[src/rtl/core_run_sequencer_pkg.sv]
// Shared definitions for the run sequencer that drives the single-cycle RV32I core.
//   state_t      : sequencer FSM states (3-bit encoding, exposed for debug)
//   halt_cause_t : reason the sequencer entered HALT
//   RV32_*       : instruction words the sequencer must recognise or emit
package core_run_sequencer_pkg;

  typedef enum logic [2:0] {
    S_IDLE   = 3'd0,
    S_FETCH  = 3'd1,
    S_DECODE = 3'd2,
    S_EXEC   = 3'd3,
    S_HALT   = 3'd4
  } state_t;

  typedef enum logic [2:0] {
    CAUSE_NONE   = 3'd0,
    CAUSE_EXT    = 3'd1,
    CAUSE_EBREAK = 3'd2,
    CAUSE_ECALL  = 3'd3,
    CAUSE_LIMIT  = 3'd4
  } halt_cause_t;

  localparam logic [31:0] RV32_NOP    = 32'h0000_0013;
  localparam logic [31:0] RV32_ECALL  = 32'h0000_0073;
  localparam logic [31:0] RV32_EBREAK = 32'h0010_0073;

endpackage

[src/rtl/core_run_sequencer_if.sv]
// Instruction-memory read bus between the sequencer (master) and a synchronous
// instruction memory (slave).
//   imem_rd_en : read strobe from the master
//   imem_addr  : byte address of the word to read
//   imem_rdata : read data from the slave
// Handshake: fixed-latency read with no back-pressure. The master holds
// imem_rd_en high for one cycle with imem_addr valid in that cycle; the slave
// must present the addressed word on imem_rdata exactly one cycle later. There
// is no ready signal -- the slave is always able to accept a read.
interface core_run_sequencer_if #(
  parameter int XLEN = 32
);
  logic            imem_rd_en;
  logic [XLEN-1:0] imem_addr;
  logic [XLEN-1:0] imem_rdata;

  modport master (output imem_rd_en, output imem_addr, input imem_rdata);
  modport slave  (input imem_rd_en, input imem_addr, output imem_rdata);
endinterface

[src/rtl/core_run_sequencer_sys_instr_detect.sv]
// Combinational classifier for the two system opcodes that stop the sequencer.
//   instr_word : fetched instruction word
//   is_ecall   : word is exactly ECALL
//   is_ebreak  : word is exactly EBREAK
module core_run_sequencer_sys_instr_detect
  import core_run_sequencer_pkg::*;
(
  input  logic [31:0] instr_word,
  output logic        is_ecall,
  output logic        is_ebreak
);

  // Full-word matches: any other SYSTEM encoding (CSR ops etc.) is executed.
  assign is_ecall  = (instr_word == RV32_ECALL);
  assign is_ebreak = (instr_word == RV32_EBREAK);

endmodule

[src/rtl/core_run_sequencer.sv]
// Run sequencer for the single-cycle RV32I core. Fetches each instruction at the
// core's PC from a synchronous instruction memory, presents it on `instruction`
// and pulses `en` for one cycle per instruction (FETCH -> DECODE -> EXEC).
//   clk, rst       : clock, synchronous active-low reset
//   run_req        : start free-running execution (sampled in IDLE)
//   step_req       : execute one instruction (sampled in IDLE)
//   halt_req       : external stop request
//   clr_req        : leave HALT and clear halt_cause
//   instr_limit    : halt after this many retirements (0 = unlimited)
//   core_pc        : current PC from the core
//   imem           : instruction-memory read bus (master side)
//   instruction    : instruction word presented to the core
//   en             : one-cycle core execute enable
//   busy / halted  : FETCH/DECODE/EXEC and HALT indicators
//   halt_cause     : reason for the last halt
//   retired_cnt    : saturating count of executed instructions since reset
//   state_dbg      : current FSM state
module core_run_sequencer
  import core_run_sequencer_pkg::*;
#(
  parameter int XLEN  = 32,
  parameter int CNT_W = 32
) (
  input  logic                 clk,
  input  logic                 rst,
  input  logic                 run_req,
  input  logic                 step_req,
  input  logic                 halt_req,
  input  logic                 clr_req,
  input  logic [CNT_W-1:0]     instr_limit,
  input  logic [XLEN-1:0]      core_pc,
  core_run_sequencer_if.master imem,
  output logic [XLEN-1:0]      instruction,
  output logic                 en,
  output logic                 busy,
  output logic                 halted,
  output halt_cause_t          halt_cause,
  output logic [CNT_W-1:0]     retired_cnt,
  output state_t               state_dbg
);

  state_t      state;
  state_t      state_nxt;
  halt_cause_t cause_nxt;
  logic        step_flag;
  logic        step_nxt;
  logic        load_instr;
  logic        retire;
  logic        is_ecall;
  logic        is_ebreak;
  logic        limit_hit;
  logic [CNT_W-1:0] cnt_plus1;
  logic [CNT_W-1:0] cnt_sat;

  core_run_sequencer_sys_instr_detect u_sys_instr_detect (
    .instr_word (imem.imem_rdata[31:0]),
    .is_ecall   (is_ecall),
    .is_ebreak  (is_ebreak)
  );

  // The read is issued straight from the state so the word arrives in DECODE.
  assign imem.imem_rd_en = (state == S_FETCH);
  assign imem.imem_addr  = (state == S_FETCH) ? core_pc : '0;

  // The limit compare uses the wrapping +1; once the counter saturates at
  // all-ones the wrapped value is 0, which never equals a nonzero limit.
  assign cnt_plus1 = retired_cnt + CNT_W'(1);
  assign cnt_sat   = (retired_cnt == '1) ? retired_cnt : cnt_plus1;
  assign limit_hit = (instr_limit != '0) && (cnt_plus1 == instr_limit);

  assign state_dbg = state;

  always_comb begin
    state_nxt  = state;
    cause_nxt  = halt_cause;
    step_nxt   = step_flag;
    load_instr = 1'b0;
    retire     = 1'b0;
    case (state)
      S_IDLE: begin
        if (halt_req) begin
          state_nxt = S_HALT;
          cause_nxt = CAUSE_EXT;
        end else if (step_req) begin
          state_nxt = S_FETCH;
          step_nxt  = 1'b1;
        end else if (run_req) begin
          state_nxt = S_FETCH;
          step_nxt  = 1'b0;
        end
      end
      S_FETCH: begin
        if (halt_req) begin
          state_nxt = S_HALT;
          cause_nxt = CAUSE_EXT;
        end else begin
          state_nxt = S_DECODE;
        end
      end
      S_DECODE: begin
        // External halt outranks a system opcode fetched in the same cycle.
        if (halt_req) begin
          state_nxt = S_HALT;
          cause_nxt = CAUSE_EXT;
        end else if (is_ebreak) begin
          state_nxt = S_HALT;
          cause_nxt = CAUSE_EBREAK;
        end else if (is_ecall) begin
          state_nxt = S_HALT;
          cause_nxt = CAUSE_ECALL;
        end else begin
          state_nxt  = S_EXEC;
          load_instr = 1'b1;
        end
      end
      S_EXEC: begin
        retire = 1'b1;
        if (halt_req) begin
          state_nxt = S_HALT;
          cause_nxt = CAUSE_EXT;
        end else if (limit_hit) begin
          state_nxt = S_HALT;
          cause_nxt = CAUSE_LIMIT;
        end else if (step_flag) begin
          state_nxt = S_IDLE;
        end else begin
          state_nxt = S_FETCH;
        end
      end
      S_HALT: begin
        if (clr_req) begin
          state_nxt = S_IDLE;
          cause_nxt = CAUSE_NONE;
        end
      end
      default: begin
        state_nxt = S_IDLE;
        cause_nxt = CAUSE_NONE;
      end
    endcase
  end

  // Status outputs are registered from the next state so they line up with
  // the state register itself (en is high exactly while in EXEC).
  always_ff @(posedge clk) begin
    if (!rst) begin
      state       <= S_IDLE;
      step_flag   <= 1'b0;
      halt_cause  <= CAUSE_NONE;
      instruction <= XLEN'(RV32_NOP);
      retired_cnt <= '0;
      en          <= 1'b0;
      busy        <= 1'b0;
      halted      <= 1'b0;
    end else begin
      state      <= state_nxt;
      step_flag  <= step_nxt;
      halt_cause <= cause_nxt;
      if (load_instr) begin
        instruction <= imem.imem_rdata;
      end
      if (retire) begin
        retired_cnt <= cnt_sat;
      end
      en     <= (state_nxt == S_EXEC);
      busy   <= (state_nxt == S_FETCH) || (state_nxt == S_DECODE) || (state_nxt == S_EXEC);
      halted <= (state_nxt == S_HALT);
    end
  end

endmodule
[src/flat_wrapper.sv]
// flat-port wrapper written by rule: the top's interface ports become plain ports
module core_run_sequencer_flat import core_run_sequencer_pkg::*;
#(
  parameter int XLEN  = 32,
  parameter int CNT_W = 32
)
  (clk, rst, run_req, step_req, halt_req, clr_req, instr_limit, core_pc, instruction, en, busy, halted, halt_cause, retired_cnt, state_dbg, imem_imem_rd_en, imem_imem_addr, imem_imem_rdata);
  core_run_sequencer_if #(.XLEN(XLEN)) imem_i ();
  input  logic clk;
  input  logic rst;
  input  logic run_req;
  input  logic step_req;
  input  logic halt_req;
  input  logic clr_req;
  input  logic [CNT_W-1:0] instr_limit;
  input  logic [XLEN-1:0] core_pc;
  output logic [XLEN-1:0] instruction;
  output logic en;
  output logic busy;
  output logic halted;
  output halt_cause_t halt_cause;
  output logic [CNT_W-1:0] retired_cnt;
  output state_t state_dbg;
  output wire logic [$bits(imem_i.imem_rd_en)-1:0] imem_imem_rd_en;
  output wire logic [$bits(imem_i.imem_addr)-1:0] imem_imem_addr;
  input wire logic [$bits(imem_i.imem_rdata)-1:0] imem_imem_rdata;
  assign imem_imem_rd_en = imem_i.imem_rd_en;
  assign imem_imem_addr = imem_i.imem_addr;
  assign imem_i.imem_rdata = imem_imem_rdata;
  core_run_sequencer #(.XLEN(XLEN), .CNT_W(CNT_W)) u_core (.clk(clk), .rst(rst), .run_req(run_req), .step_req(step_req), .halt_req(halt_req), .clr_req(clr_req), .instr_limit(instr_limit), .core_pc(core_pc), .imem(imem_i), .instruction(instruction), .en(en), .busy(busy), .halted(halted), .halt_cause(halt_cause), .retired_cnt(retired_cnt), .state_dbg(state_dbg));
endmodule
[config.mk]
export PLATFORM = sky130hd
export DESIGN_NAME = core_run_sequencer_flat
export DESIGN_NICKNAME = d
export VERILOG_FILES = /design/src/rtl/core_run_sequencer_pkg.sv /design/src/rtl/core_run_sequencer_if.sv /design/src/rtl/core_run_sequencer_sys_instr_detect.sv /design/src/rtl/core_run_sequencer.sv /design/src/flat_wrapper.sv
export SDC_FILE = /design/constraint.sdc
export NUM_CORES = 1
export LEC_CHECK = 0
export BUFFER_PORTS_ARGS = -buffer_cell sky130_fd_sc_hd__clkbuf_2
export CAP_MARGIN = 25
export CORE_MARGIN = 3
export CORE_UTILIZATION = 45
export CTS_BUF_LIST = sky130_fd_sc_hd__clkbuf_8
export DETAILED_ROUTE_END_ITERATION = 16
export GPL_ROUTABILITY_DRIVEN = 0
export GPL_TIMING_DRIVEN = 0
export PLACE_DENSITY = 0.86
export REMOVE_ABC_BUFFERS = 1
export SLEW_MARGIN = 20
export SYNTH_ARGS = -nofsm -noshare
export SYNTH_HDL_FRONTEND = slang
export SYNTH_HIERARCHICAL = 1
export SYNTH_SLANG_ARGS = --single-unit
export TNS_END_PERCENT = 1
[constraint.sdc]
create_clock -name clk -period 3.8 [get_ports clk]
set_input_delay 0.38 -clock clk [delete_from_list [all_inputs] [get_ports clk]]
set_output_delay 0.38 -clock clk [all_outputs]
set_load 0.02 [all_outputs]
==> key figures, run 1 <==
Clock network
  – Clock slew seen by the registers of the worst setup and hold paths: 0.09 ns
  – H-tree levels: 3
  – Cts hold-fix bufs: 0
  – Inserted Clock Buffers: 9
  – Largest buffer count on any clock path: 2
  – Root Buffer Master: clkbuf_8
  – Clock tree from TritonCTS: yes
  – Clock Latency Late Sink: 0.34 ns
  – Clock net sink count: between 70 and 80

Die
  – I/O pin count: 208
  – DIE WIDTH: approximately 110 um
  – Starting utilization of the core area: 0.4650
  – Area of the die: roughly 11000 um^2
  – Chip height: around 110 um
  – Row cnt: 36
  – Core outline area: a little under 10000 um^2

Logic synthesis
  – Synthesized area per cell: 7.814 um^2
  – Yosys warning total: 6
  – Portion of the post-synthesis area used by sequential elements: 0.3230
  – Post-synthesis cell type with the largest combined area: dfxtp_1
  – Fraction of post-synthesis cell area in the top cell type by area: 0.3230
  – Register bit total from synthesis: 74
  – Most frequently used flop master after synthesis: dfxtp_1
  – Fraction of registers with async set or reset after synthesis: 0
  – Netlist area before placement: 4587 um^2
  – Post-Synthesis Cells: 587
  – Leading post-synthesis cells by cell area: dfxtp_1 (32%), xnor2_1 (9.4%), nand2_1 (8.3%)
  – EDFF count, synth: 0
  – Distinct cells, synth: 52

Global routing
  – Overall track demand over capacity in global routing: 0.2397
  – Pin count of the biggest net entering global routing: between 70 and 80
  – Total grt overflow: 0
  – Wire length of the first global-routing pass: about 22000 um
  – Initial antenna violation count: 0
  – Via count of the first global-routing pass: 4674

Hold path
  – End of the worst hold path: u_core/instruction[4]
  – Hold Path Cell Cnt: 3
  – Source of the worst hold timing path: imem_imem_rdata[4]
  – Class of the tightest hold or removal check: in2reg

Route
  – Final Routed Wirelength: 14040 um
  – Pre-Repair DR Iteration Count: 5
  – Average wire length per cell after detail routing: approximately 15 um
  – Residual DRC: 0
  – Count of antenna-violating nets left after detailed routing: 0
  – Violation count after the first detailed-route iteration: 241
  – Via count: 4900
  – Vias per inst: roughly 5.4

Power and ir drop
  – Areal power density over the cells: 296.9 nW/um^2
  – Static Leak: 0.002475 uW
  – VDD IR-drop max: 0.0002128 V

Critical path
  – Required time of the worst setup path: 4.07 ns
  – Endpoint of the most critical register-to-register path: u_core/halt_cause[0]
  – Crit start category: register
  – Crit path kind: reg2reg
  – Reg-to-reg slack, setup: approximately 0.24 ns
  – Peak fanout along the critical path: 11
  – Critical path endpoint category: register
  – Depth of the worst register-to-register path: 10
  – Beginning of the worst register-to-register path: u_core/retired_cnt[0]
  – Worst Path Arrival: 3.83 ns

Run
  – Maxcap violations: 0

Layout
  – Fraction of layout instances using a drive strength above 1: 0.3140
  – Antenna cells: 0
  – Number of fill cells: around 900
  – Signed area change from the synthesized netlist to the final layout: 29.08%
  – Net count, final: approximately 870

Timing
  – Clock skew after layout: 0.01529 ns
  – Fmax: 0.2811 GHz
  – Actual slew at the worst max-slew pin: 0.7059 ns
  – Slack of the critical path: 0.2428 ns
  – Final worst-path cycle share: 0.9361
  – Relative slew margins: 0.5289
  – Final hold violation count: 0
  – Total setup violations reported at the end of the flow: 0
  – Crit path time final: between 3 and 4 ns
  – Max-slew violations: 0
  – Setup total negative slack: 0 ns
  – RSZ-0062 raised after global routing: no

Placed design
  – Worst setup slack after placement: 0.08142 ns
  – Post-detail-place hpwl: about 11000 um
  – Count of port buffers added during placement: about 210

Status
  – Result of the run: complete, no violations
==> synthesized netlist by cell type (3+ instances only) <==
master / n
and3_1: 5
nand3b_1: 5
dfxtp_1: 74
o21ai_0: 14
a21boi_0: 36
nand4_1: 18
a31oi_1: 7
mux2i_1: 4
nand2_1: 102
a21oi_1: 6
xor2_1: 16
and2_1: 60
nor2b_1: 3
nor4_1: 18
and4_1: 6
buf_2: 4
nor4_2: 4
nor3_1: 16
nor3b_1: 7
inv_1: 7
or3_1: 12
o211ai_1: 4
nand3_1: 20
nor2_1: 24
clkbuf_1: 33
xnor2_1: 49
==> placed cells by master, fill, tap and decap left out, drive strengths merged, types with 2 or more instances in the layout <==
master  Yosys  layout
mux2        2       2
and4        6       6
nand4      20      20
xnor2      49      49
inv         7       8
o21ai      15      15
nor3       16      16
nand2b      2       2
nor3b       7       7
or3        12      12
and2       60      60
nand3      21      21
clkinv      0       2
o21a        2       2
nor4       22      22
buf         5       2
nor2b       3       3
nand2     102     102
a31oi       7       7
a21boi     38      38
and3        5       5
o22ai       3       3
a21oi       7       7
a21o        2       2
bufinv      0       3
xor2       16      16
mux2i       4       4
o211ai      4       4
nor2       24      24
clkbuf     33     216
dfxtp      74      74
nand3b      5       5
==> cells by family (layout without fill, tap and decap cells) <==
family	after synthesis	count (layout)	share of synthesized area
and+or+nand+nor	308	308	0.3603
buffers and inverters	45	232	0.03955
adders and majority gates	1	1	0.002727
xor gates and xnor gates	65	65	0.1241
AOI/OAI and AO/OA	88	88	0.1367
DFF	74	74	0.3230
muxes	6	6	0.01364
==> per-stage QoR <==
| step | cell area, um^2 | instances | util | total power, uW | hold slack (ns) |
|---|---|---|---|---|---|
| 2_1_floorplan | 4432 | 549 | - | 907.3 | 0.4518 |
| 3_3_place_gp | 5634 | 889 | 0.5712 | 1018 | 0.4492 |
| 3_5_place_dp | 5665 | 891 | 0.5743 | 1022 | 0.4501 |
| 4_1_cts | 5908 | 907 | 0.5989 | 1772 | 0.2443 |
| 5_1_grt | 5921 | 907 | 0.6002 | 1817 | 0.2591 |
| 6_report | 5921 | 907 | 0.6002 | 1758 | 0.2603 |
==> critical path, cell delays in order, from the launching register on <==
cell     delay [ns]
dfxtp_1        0.48
ha_1           0.26
nand3_1        0.34
nor4_4         0.63
nand3_1        0.17
xnor2_1        0.16
or3_1          0.36
nor4_2         0.36
nand4_2        0.24
a21oi_2        0.25
mux2i_1        0.22
==> per-layer routing <==
layer  vias up  GRT usage  share of wire
li1       2407          -              -
met1      2252     0.3147           0.43
met3        35    0.06201          0.082
met5         -          0              0
met4         0    0.08584          0.024
met2       206     0.3808           0.46
==> registers in the layout (all words and copies together), names as in the netlist <==
name                flops
u_core/instruction     32
u_core/retired_cnt     32
u_core/halt_cause       3
u_core/state_dbg        3
u_core/busy             1
u_core/en               1
u_core/halted           1
u_core/step_flag        1
==> final cells by class <==
type	count	area (um^2)	share of cell area
inverter	7	26.28	0.004438
sequential	74	1481	0.2502
clock buffer	9	123.9	0.02092
timing repair buffer	209	1057	0.1786
multi-input combinational	468	2947	0.4977
clock inverter	7	118.9	0.02008
tap	133	166.4	0.02811
==> how the worst max path moves through the flow <==
stage,start,to,slack [ns]
global route,u_core/retired_cnt[0],u_core/halt_cause[0],0.01
floorplan,u_core/retired_cnt[0],u_core/halt_cause[1],0.66
CTS,u_core/retired_cnt[0],u_core/retired_cnt[20],0.04
finish,u_core/retired_cnt[0],u_core/halt_cause[0],0.24
global placement,u_core/retired_cnt[0],u_core/retired_cnt[20],0.10
detailed placement,u_core/retired_cnt[0],u_core/retired_cnt[20],0.08
==> timing repair <==
action	CTS	global route
buffers inserted	0	0
gates resized for setup	0	2
setup endpoints to repair	0	11
==> power breakdown <==
group / internal (uW) / leakage [uW] / total, uW / switching, uW
Clock: 436 / 0.000121 / 751 / 315
Combinational: 96.2 / 0.00176 / 217 / 120
Sequential: 783 / 0.000597 / 790 / 7.24
Total: 1320 / 0.00248 / 1760 / 442
No activity file was read; power rests on OpenSTA's default activity.
==> run 2: changes to the inputs <==
--- a/config.mk
+++ b/config.mk
@@ -18,6 +18,5 @@
 export SLEW_MARGIN = 20
 export SYNTH_ARGS = -nofsm -noshare
 export SYNTH_HDL_FRONTEND = slang
-export SYNTH_HIERARCHICAL = 1
 export SYNTH_SLANG_ARGS = --single-unit
 export TNS_END_PERCENT = 1
==> key figures, run 2 <==
Logic synthesis
  – Post-synthesis share of cell area spent on full adders, half adders and majority gates: 0.002655 (was 0.002728)
  – Combinational family with the most area after synthesis: simple AND/OR/NAND/NOR gates (unchanged)
  – Multiplexer fraction of the synthesized cell area: 0.07433 (was 0.01364)
  – Fraction of registers with async set or reset after synthesis: 0 (unchanged)
  – Post-synthesis cell type with the largest combined area: dfxtp_1 (unchanged)
  – Leading post-synthesis cells by instance count: dfxtp_1 (74), and2_1 (61), xnor2_1 (43) (was nand2_1 (102), dfxtp_1 (74), and2_1 (60))
  – Fraction of the mapped netlist area in compound gates: 0.1102 (was 0.1367)
  – Yosys warning total: 0 (was 6)
  – EDFF count, synth: 0 (unchanged)
  – Synthesized area per cell: 8.492 um^2 (was 7.814 um^2)
  – Fraction of post-synthesis cell area in the top cell type by area: 0.3143 (was 0.3230)
  – Area fraction in and, or, nand and nor cells after synthesis: 0.3401 (was 0.3603)
  – Post-Synthesis Cells: 555 (was 587)
  – Distinct cells, synth: 55 (was 52)
  – Most frequently used flop master after synthesis: dfxtp_1 (unchanged)
  – Register bit total from synthesis: 74 (unchanged)
  – Most frequent cell after synthesis: dfxtp_1 (was nand2_1)
  – Netlist area before placement: 4713 um^2 (was 4587 um^2)
  – Portion of the post-synthesis area used by sequential elements: 0.3143 (was 0.3230)
  – Share of the synthesized netlist area taken by xor and xnor gates: 0.1189 (was 0.1241)
  – Leading post-synthesis cells by cell area: dfxtp_1 (31%), and2_1 (8.1%), xnor2_1 (8.0%) (was dfxtp_1 (32%), xnor2_1 (9.4%), nand2_1 (8.3%))

Global routing
  – Initial antenna violation count: 0 (unchanged)
  – Via count of the first global-routing pass: 4280 (was 4674)
  – Wire length of the first global-routing pass: 21250 um (was 22340 um)
  – Overall track demand over capacity in global routing: 0.2257 (was 0.2397)
  – Pin count of the biggest net entering global routing: 40 (was 77)
  – Total grt overflow: 0 (unchanged)

Critical path
  – Crit start category: register (unchanged)
  – Required time of the worst setup path: 4.10 ns (was 4.07 ns)
  – Cell type group with the largest total delay on the critical path: simple AND/OR/NAND/NOR gates (unchanged)
  – Worst Path Arrival: 3.74 ns (was 3.83 ns)
  – Critical path endpoint category: register (unchanged)
  – Count of buffering cells on the critical path with inverters included: 0 (unchanged)
  – Worst path max stage delay: 0.96 ns (was 0.63 ns)
  – Crit path kind: reg2reg (unchanged)
  – Peak fanout along the critical path: 15 (was 11)
  – Slowest cell on crit path: or4_1 (was nor4_4)
  – Critical Path, Cell by Cell: nand4_1 -> or4_1 -> or3_1 -> a31oi_1 -> o2111a_1 -> nand4_4 -> a21oi_2 -> mux2i_1 (was ha_1 -> nand3_1 -> nor4_4 -> nand3_1 -> xnor2_1 -> or3_1 -> nor4_2 -> nand4_2 -> a21oi_2 -> mux2i_1)

Layout
  – Multi-input combinational cell area: 3053 um^2 (was 2947 um^2)
  – Net count, final: 840 (was 872)
  – Most frequent standard cell in the layout excluding fill and tap cells: clkbuf_2 (unchanged)
  – Fraction of layout instances using a drive strength above 1: 0.3261 (was 0.3140)
  – Largest registers ranked by flip-flop count: u_core.instruction x32, u_core.retired_cnt x32 (was u_core/instruction x32, u_core/retired_cnt x32)
  – Antenna cells: 0 (unchanged)
  – Final instance count without filler cells: 875 (was 907)
  – Seq. cell area: 1481 um^2 (unchanged)
  – Number of fill cells: 937 (was 896)
  – Signed area change from the synthesized netlist to the final layout: 28.46% (was 29.08%)
  – Leading cell types in the layout, fill and taps excluded: clkbuf_2 (207), dfxtp_1 (74), and2_1 (61), xnor2_1 (43), mux2i_1 (35) (was clkbuf_2 (206), nand2_1 (102), dfxtp_1 (74), and2_1 (60), xnor2_1 (49))

Route
  – Final Routed Wirelength: 13730 um (was 14040 um)
  – Pre-Repair DR Iteration Count: 5 (unchanged)
  – Count of antenna-violating nets left after detailed routing: 0 (unchanged)
  – Vias per inst: 5.507 (was 5.402)
  – Average wire length per cell after detail routing: 15.69 um (was 15.48 um)
  – Residual DRC: 0 (unchanged)
  – Via count: 4819 (was 4900)
  – Violation count after the first detailed-route iteration: 395 (was 241)

Timing
  – Clock skew after layout: 0.006827 ns (was 0.01529 ns)
  – Total setup violations reported at the end of the flow: 0 (unchanged)
  – Setup total negative slack: 0 ns (unchanged)
  – RSZ-0062 raised after global routing: no (unchanged)
  – Fmax: 0.2906 GHz (was 0.2811 GHz)
  – Final worst-path cycle share: 0.9056 (was 0.9361)
  – Max-slew violations: 0 (unchanged)
  – Relative slew margins: 0.3801 (was 0.5289)
  – Actual slew at the worst max-slew pin: 0.9221 ns (was 0.7059 ns)
  – Crit path time final: 3.441 ns (was 3.557 ns)
  – Final hold violation count: 0 (unchanged)

Clock network
  – Clock slew seen by the registers of the worst setup and hold paths: 0.09 ns (about the same)
  – Clock net sink count: 74 (unchanged)
  – Clock Latency Late Sink: 0.36 ns (was 0.34 ns)
  – Cts hold-fix bufs: 0 (unchanged)
  – # Post-CTS Setup Buffers: 0 (unchanged)
  – Number of instances resized during post-cts repair: 0 (unchanged)
  – H-tree levels: 3 (unchanged)
  – Clock tree from TritonCTS: yes (unchanged)
  – Root Buffer Master: clkbuf_8 (unchanged)
  – Largest buffer count on any clock path: 2 (unchanged)
  – Inserted Clock Buffers: 9 (unchanged)

Die
  – Starting utilization of the core area: 0.4713 (was 0.4650)
  – I/O pin count: 208 (unchanged)
  – Row cnt: 36 (unchanged)
  – Chip height: 108.3 um (was 107.0 um)
  – Area of the die: 11740 um^2 (was 11440 um^2)
  – DIE WIDTH: 108.3 um (was 107.0 um)
  – Core outline area: 10000 um^2 (was 9864 um^2)

Power and ir drop
  – VDD IR-drop max: 0.0002191 V (was 0.0002128 V)
  – Static Leak: 0.002798 uW (was 0.002475 uW)
  – Areal power density over the cells: 297.5 nW/um^2 (was 296.9 nW/um^2)

Placed design
  – Placed Cells: 859 (was 891)
  – Count of port buffers added during placement: 207 (unchanged)
  – Post-detail-place hpwl: 10710 um (was 10620 um)

Run
  – Maxcap violations: 0 (unchanged)

Hold path
  – Class of the tightest hold or removal check: in2reg (unchanged)

Status
  – Result of the run: complete, no violations (unchanged)
## run 2: cell count changes in the layout (fill, tap and decap cells not counted), sizes merged, moves of 4 or more
| cell | previous run | this run |
|---|---|---|
| nor3b | 7 | 3 |
| xnor2 | 49 | 43 |
| xor2 | 16 | 21 |
| nand3 | 21 | 13 |
| nor2b | 3 | 34 |
| nor3 | 16 | 21 |
| mux2i | 4 | 35 |
| nand2 | 102 | 32 |
| nand3b | 5 | 0 |
| nor2 | 24 | 18 |
| a21boi | 38 | 9 |
## run 2: cells by family (layout without fill, tap and decap cells)
kind of cell / Yosys count / count (layout)
AOI/OAI and AO/OA: 72 / 72
xor gates and xnor gates: 64 / 64
adders and majority gates: 1 / 1
buffers and inverters: 44 / 231
DFF: 74 / 74
muxes: 35 / 35
and+or+nand+nor: 265 / 265
## run 2: final timing paths
kind	start	end	slack, ns	cells after the start
worst max-delay path	u_core.retired_cnt[2]	u_core.halt_cause[0]	0.36	8
worst min-delay path	imem_imem_rdata[4]	u_core.instruction[4]	0.24	3
worst max register to register	u_core.retired_cnt[2]	u_core.halt_cause[0]	0.36	8
worst min register to register	u_core.halt_cause[0]	u_core.halt_cause[0]	0.47	2
## run 2: metal layers
layer | part of all wire | GRT usage | vias up
met1 | 0.41 | 0.2966 | 2239
met2 | 0.48 | 0.3628 | 207
li1 | - | - | 2347
met3 | 0.087 | 0.06030 | 26
met4 | 0.019 | 0.06853 | 0
met5 | 0 | 0 | -
## run 2: final cells by class
type                            count  area share
Timing Repair Buffer              209      0.1790
Multi-Input combinational cell    437      0.5042
Inverter                            6    0.003720
Clock inverter                      7     0.02046
Sequential cell                    74      0.2447
Tap cell                          133     0.02749
Clock buffer                        9     0.02046
## run 2: worst reg2reg max path, cell delays in order (launching register included)
cell and delay (ns):
dfxtp_1 0.48, nand4_1 0.47, or4_1 0.96, or3_1 0.42
a31oi_1 0.23, o2111a_1 0.27, nand4_4 0.17, a21oi_2 0.20
mux2i_1 0.18
## run 2: report_power, final
group / switching, uW / internal, uW
registers: 8.26 / 784
clock network: 325 / 443
logic: 132 / 109
## run 2: through the flow
step           worst slack, ns  hold slack [ns]  instance area, um^2  total power, uW  utilization
2_1_floorplan           0.7407           0.4419                 4549            931.2            -
3_3_place_gp           0.05372           0.4528                 5752             1044       0.5752
3_5_place_dp            0.4246           0.4638                 5807             1050       0.5807
4_1_cts                 0.4174           0.2329                 6055             1809       0.6055
5_1_grt                 0.1135           0.2494                 6055             1867       0.6055
6_report                0.3587           0.2434                 6055             1801       0.6055
==> run 3: changes to the inputs <==
--- a/config.mk
+++ b/config.mk
@@ -13,7 +13,9 @@
 export DETAILED_ROUTE_END_ITERATION = 16
 export GPL_ROUTABILITY_DRIVEN = 0
 export GPL_TIMING_DRIVEN = 0
+export MAX_ROUTING_LAYER = met4
 export PLACE_DENSITY = 0.86
+export RECOVER_POWER = 25
 export REMOVE_ABC_BUFFERS = 1
 export SLEW_MARGIN = 20
 export SYNTH_ARGS = -nofsm -noshare
==> key figures, run 3 (synthesis gave the netlist of run 2 again) <==
Status
  – Result of the run: complete, no violations (unchanged)

Route
  – Average wire length per cell after detail routing: 15.72 um (was 15.69 um)
  – Residual DRC: 0 (unchanged)
  – Violation count after the first detailed-route iteration: 521 (was 395)
  – Final Routed Wirelength: 13750 um (was 13730 um)
  – Total length of routed met2 wires: 6527 um (was 6620 um)
  – Sum of routed wire segments on met1: 5968 um (was 5643 um)
  – Count of antenna-violating nets left after detailed routing: 0 (unchanged)
  – Detail Route met3 WL: 988 um (was 1195 um)
  – Vias per inst: 5.496 (was 5.507)
  – Via count: 4809 (was 4819)
  – Top Metal Used: met4 (unchanged)
  – Pre-Repair DR Iteration Count: 5 (unchanged)

Die
  – Chip height: 108.3 um (unchanged)
  – DIE WIDTH: 108.3 um (unchanged)
  – I/O pin count: 208 (unchanged)
  – Starting utilization of the core area: 0.4713 (unchanged)
  – Area of the die: 11740 um^2 (unchanged)
  – Core outline area: 10000 um^2 (unchanged)
  – Row cnt: 36 (unchanged)

Critical path
  – Worst path max stage delay: 0.95 ns (was 0.96 ns)
  – Critical path endpoint category: register (unchanged)
  – Peak fanout along the critical path: 15 (unchanged)
  – Critical Path, Cell by Cell: nand4_1 -> or4_1 -> or3_1 -> a31oi_1 -> o2111a_1 -> nand4_4 -> a211oi_1 -> nor3b_1 (was nand4_1 -> or4_1 -> or3_1 -> a31oi_1 -> o2111a_1 -> nand4_4 -> a21oi_2 -> mux2i_1)
  – Required time of the worst setup path: 4.05 ns (was 4.10 ns)
  – Count of buffering cells on the critical path with inverters included: 0 (unchanged)
  – Cell type group with the largest total delay on the critical path: simple AND/OR/NAND/NOR gates (unchanged)
  – Worst Path Arrival: 3.69 ns (was 3.74 ns)
  – Slowest cell on crit path: or4_1 (unchanged)
  – Crit path kind: reg2reg (unchanged)
  – Crit start category: register (unchanged)

Layout
  – Number of fill cells: 953 (was 937)
  – Final instance count without filler cells: 875 (unchanged)
  – Largest registers ranked by flip-flop count: u_core.instruction x32, u_core.retired_cnt x32 (unchanged)
  – Leading cell types in the layout, fill and taps excluded: clkbuf_2 (162), dfxtp_1 (74), and2_1 (61), clkbuf_1 (45), xnor2_1 (43) (was clkbuf_2 (207), dfxtp_1 (74), and2_1 (61), xnor2_1 (43), mux2i_1 (35))
  – Fraction of layout instances using a drive strength above 1: 0.2655 (was 0.3261)
  – Signed area change from the synthesized netlist to the final layout: 27.26% (was 28.46%)
  – Antenna cells: 0 (unchanged)
  – Net count, final: 840 (unchanged)
  – Most frequent standard cell in the layout excluding fill and tap cells: clkbuf_2 (unchanged)

Global routing
  – Pin count of the biggest net entering global routing: 40 (unchanged)
  – Total grt overflow: 0 (unchanged)
  – Wire length of the first global-routing pass: 21290 um (was 21250 um)
  – Overall track demand over capacity in global routing: 0.2326 (was 0.2257)
  – Initial antenna violation count: 0 (unchanged)
  – Via count of the first global-routing pass: 4290 (was 4280)

Placed design
  – Post-detail-place hpwl: 10710 um (unchanged)
  – Worst setup slack after placement: 0.4246 ns (unchanged)
  – Count of port buffers added during placement: 207 (unchanged)
  – Placed Cells: 859 (unchanged)

Timing
  – Final worst-path cycle share: 0.9061 (was 0.9056)
  – Setup total negative slack: 0 ns (unchanged)
  – Total setup violations reported at the end of the flow: 0 (unchanged)
  – Fmax: 0.2904 GHz (was 0.2906 GHz)
  – Max-slew violations: 0 (unchanged)
  – Actual slew at the worst max-slew pin: 0.9133 ns (was 0.9221 ns)
  – Clock skew after layout: 0.006450 ns (was 0.006827 ns)
  – Final hold violation count: 0 (unchanged)
  – Slack of the critical path: 0.3569 ns (was 0.3587 ns)
  – Relative slew margins: 0.3861 (was 0.3801)
  – RSZ-0062 raised after global routing: no (unchanged)
  – Crit path time final: 3.443 ns (was 3.441 ns)

Clock network
  – Clock tree from TritonCTS: yes (unchanged)
  – Largest buffer count on any clock path: 2 (unchanged)
  – Number of instances resized during post-cts repair: 0 (unchanged)
  – Inserted Clock Buffers: 9 (unchanged)
  – Clock net sink count: 74 (unchanged)
  – H-tree levels: 3 (unchanged)
  – Clock slew seen by the registers of the worst setup and hold paths: 0.09 ns (about the same)
  – Clock Latency Late Sink: 0.36 ns (about the same)
  – # Post-CTS Setup Buffers: 0 (unchanged)
  – Root Buffer Master: clkbuf_8 (unchanged)
  – Cts hold-fix bufs: 0 (unchanged)

Run
  – Maxcap violations: 0 (unchanged)

Power and ir drop
  – Total Power Consumption: 1802 uW (was 1801 uW)
  – VDD IR-drop max: 0.0002203 V (was 0.0002191 V)
  – Static Leak: 0.002646 uW (was 0.002798 uW)
  – Areal power density over the cells: 300.4 nW/um^2 (was 297.5 nW/um^2)

Hold path
  – Class of the tightest hold or removal check: in2reg (unchanged)
## run 3: cell counts in the layout (fill, tap and decap cells not counted)
No cell type changed its count.
## run 3: layout make-up
type / instances / area [um^2] / area share
inverters: 6 / 22.52 / 0.003755
clock inverters: 7 / 123.9 / 0.02065
flip-flops and latches: 74 / 1481 / 0.2470
well taps: 133 / 166.4 / 0.02774
clock buffers: 9 / 123.9 / 0.02065
repair buffers: 209 / 1027 / 0.1713
multi-input cells: 437 / 3053 / 0.5090
## run 3: metrics by stage
stage / hold WS (ns) / instance area (um^2) / utilization
6_report: 0.2414 / 5998 / 0.5999
5_1_grt: 0.2485 / 5998 / 0.5999
4_1_cts: 0.2329 / 6055 / 0.6055
3_5_place_dp: 0.4638 / 5807 / 0.5807
3_3_place_gp: 0.4528 / 5752 / 0.5752
2_1_floorplan: 0.4419 / 4549 / -
## run 3: worst register-to-register path: stages (launching register included)
cell and delay [ns]:
dfxtp_1 0.49, nand4_1 0.46, or4_1 0.96, or3_1 0.42, a31oi_1 0.23, o2111a_1 0.27, nand4_4 0.18, a211oi_1 0.26
nor3b_1 0.07
## run 3: per-layer routing
| metal | vias to the layer above | GRT usage |
|---|---|---|
| li1 | 2347 | - |
| met1 | 2254 | 0.3003 |
| met2 | 179 | 0.3610 |
| met3 | 29 | 0.05910 |
| met4 | 0 | 0.06763 |
| met5 | - | - |
## run 3: path summary, 6_finish.rpt
| path | slack, ns | from | endpoint | depth (start not counted) |
|---|---|---|---|---|
| max | 0.36 | u_core.retired_cnt[2] | u_core.busy | 8 |
| min | 0.24 | imem_imem_rdata[4] | u_core.instruction[4] | 3 |
| max reg2reg | 0.36 | u_core.retired_cnt[2] | u_core.busy | 8 |
| min reg2reg | 0.47 | u_core.halt_cause[0] | u_core.halt_cause[0] | 2 |
## run 3: power by group
part	internal [uW]	switching, uW	leakage (uW)	total [uW]
Clock	443	327	0.000121	770
Sequential	784	8.11	0.000597	792
Combinational	107	133	0.00193	240
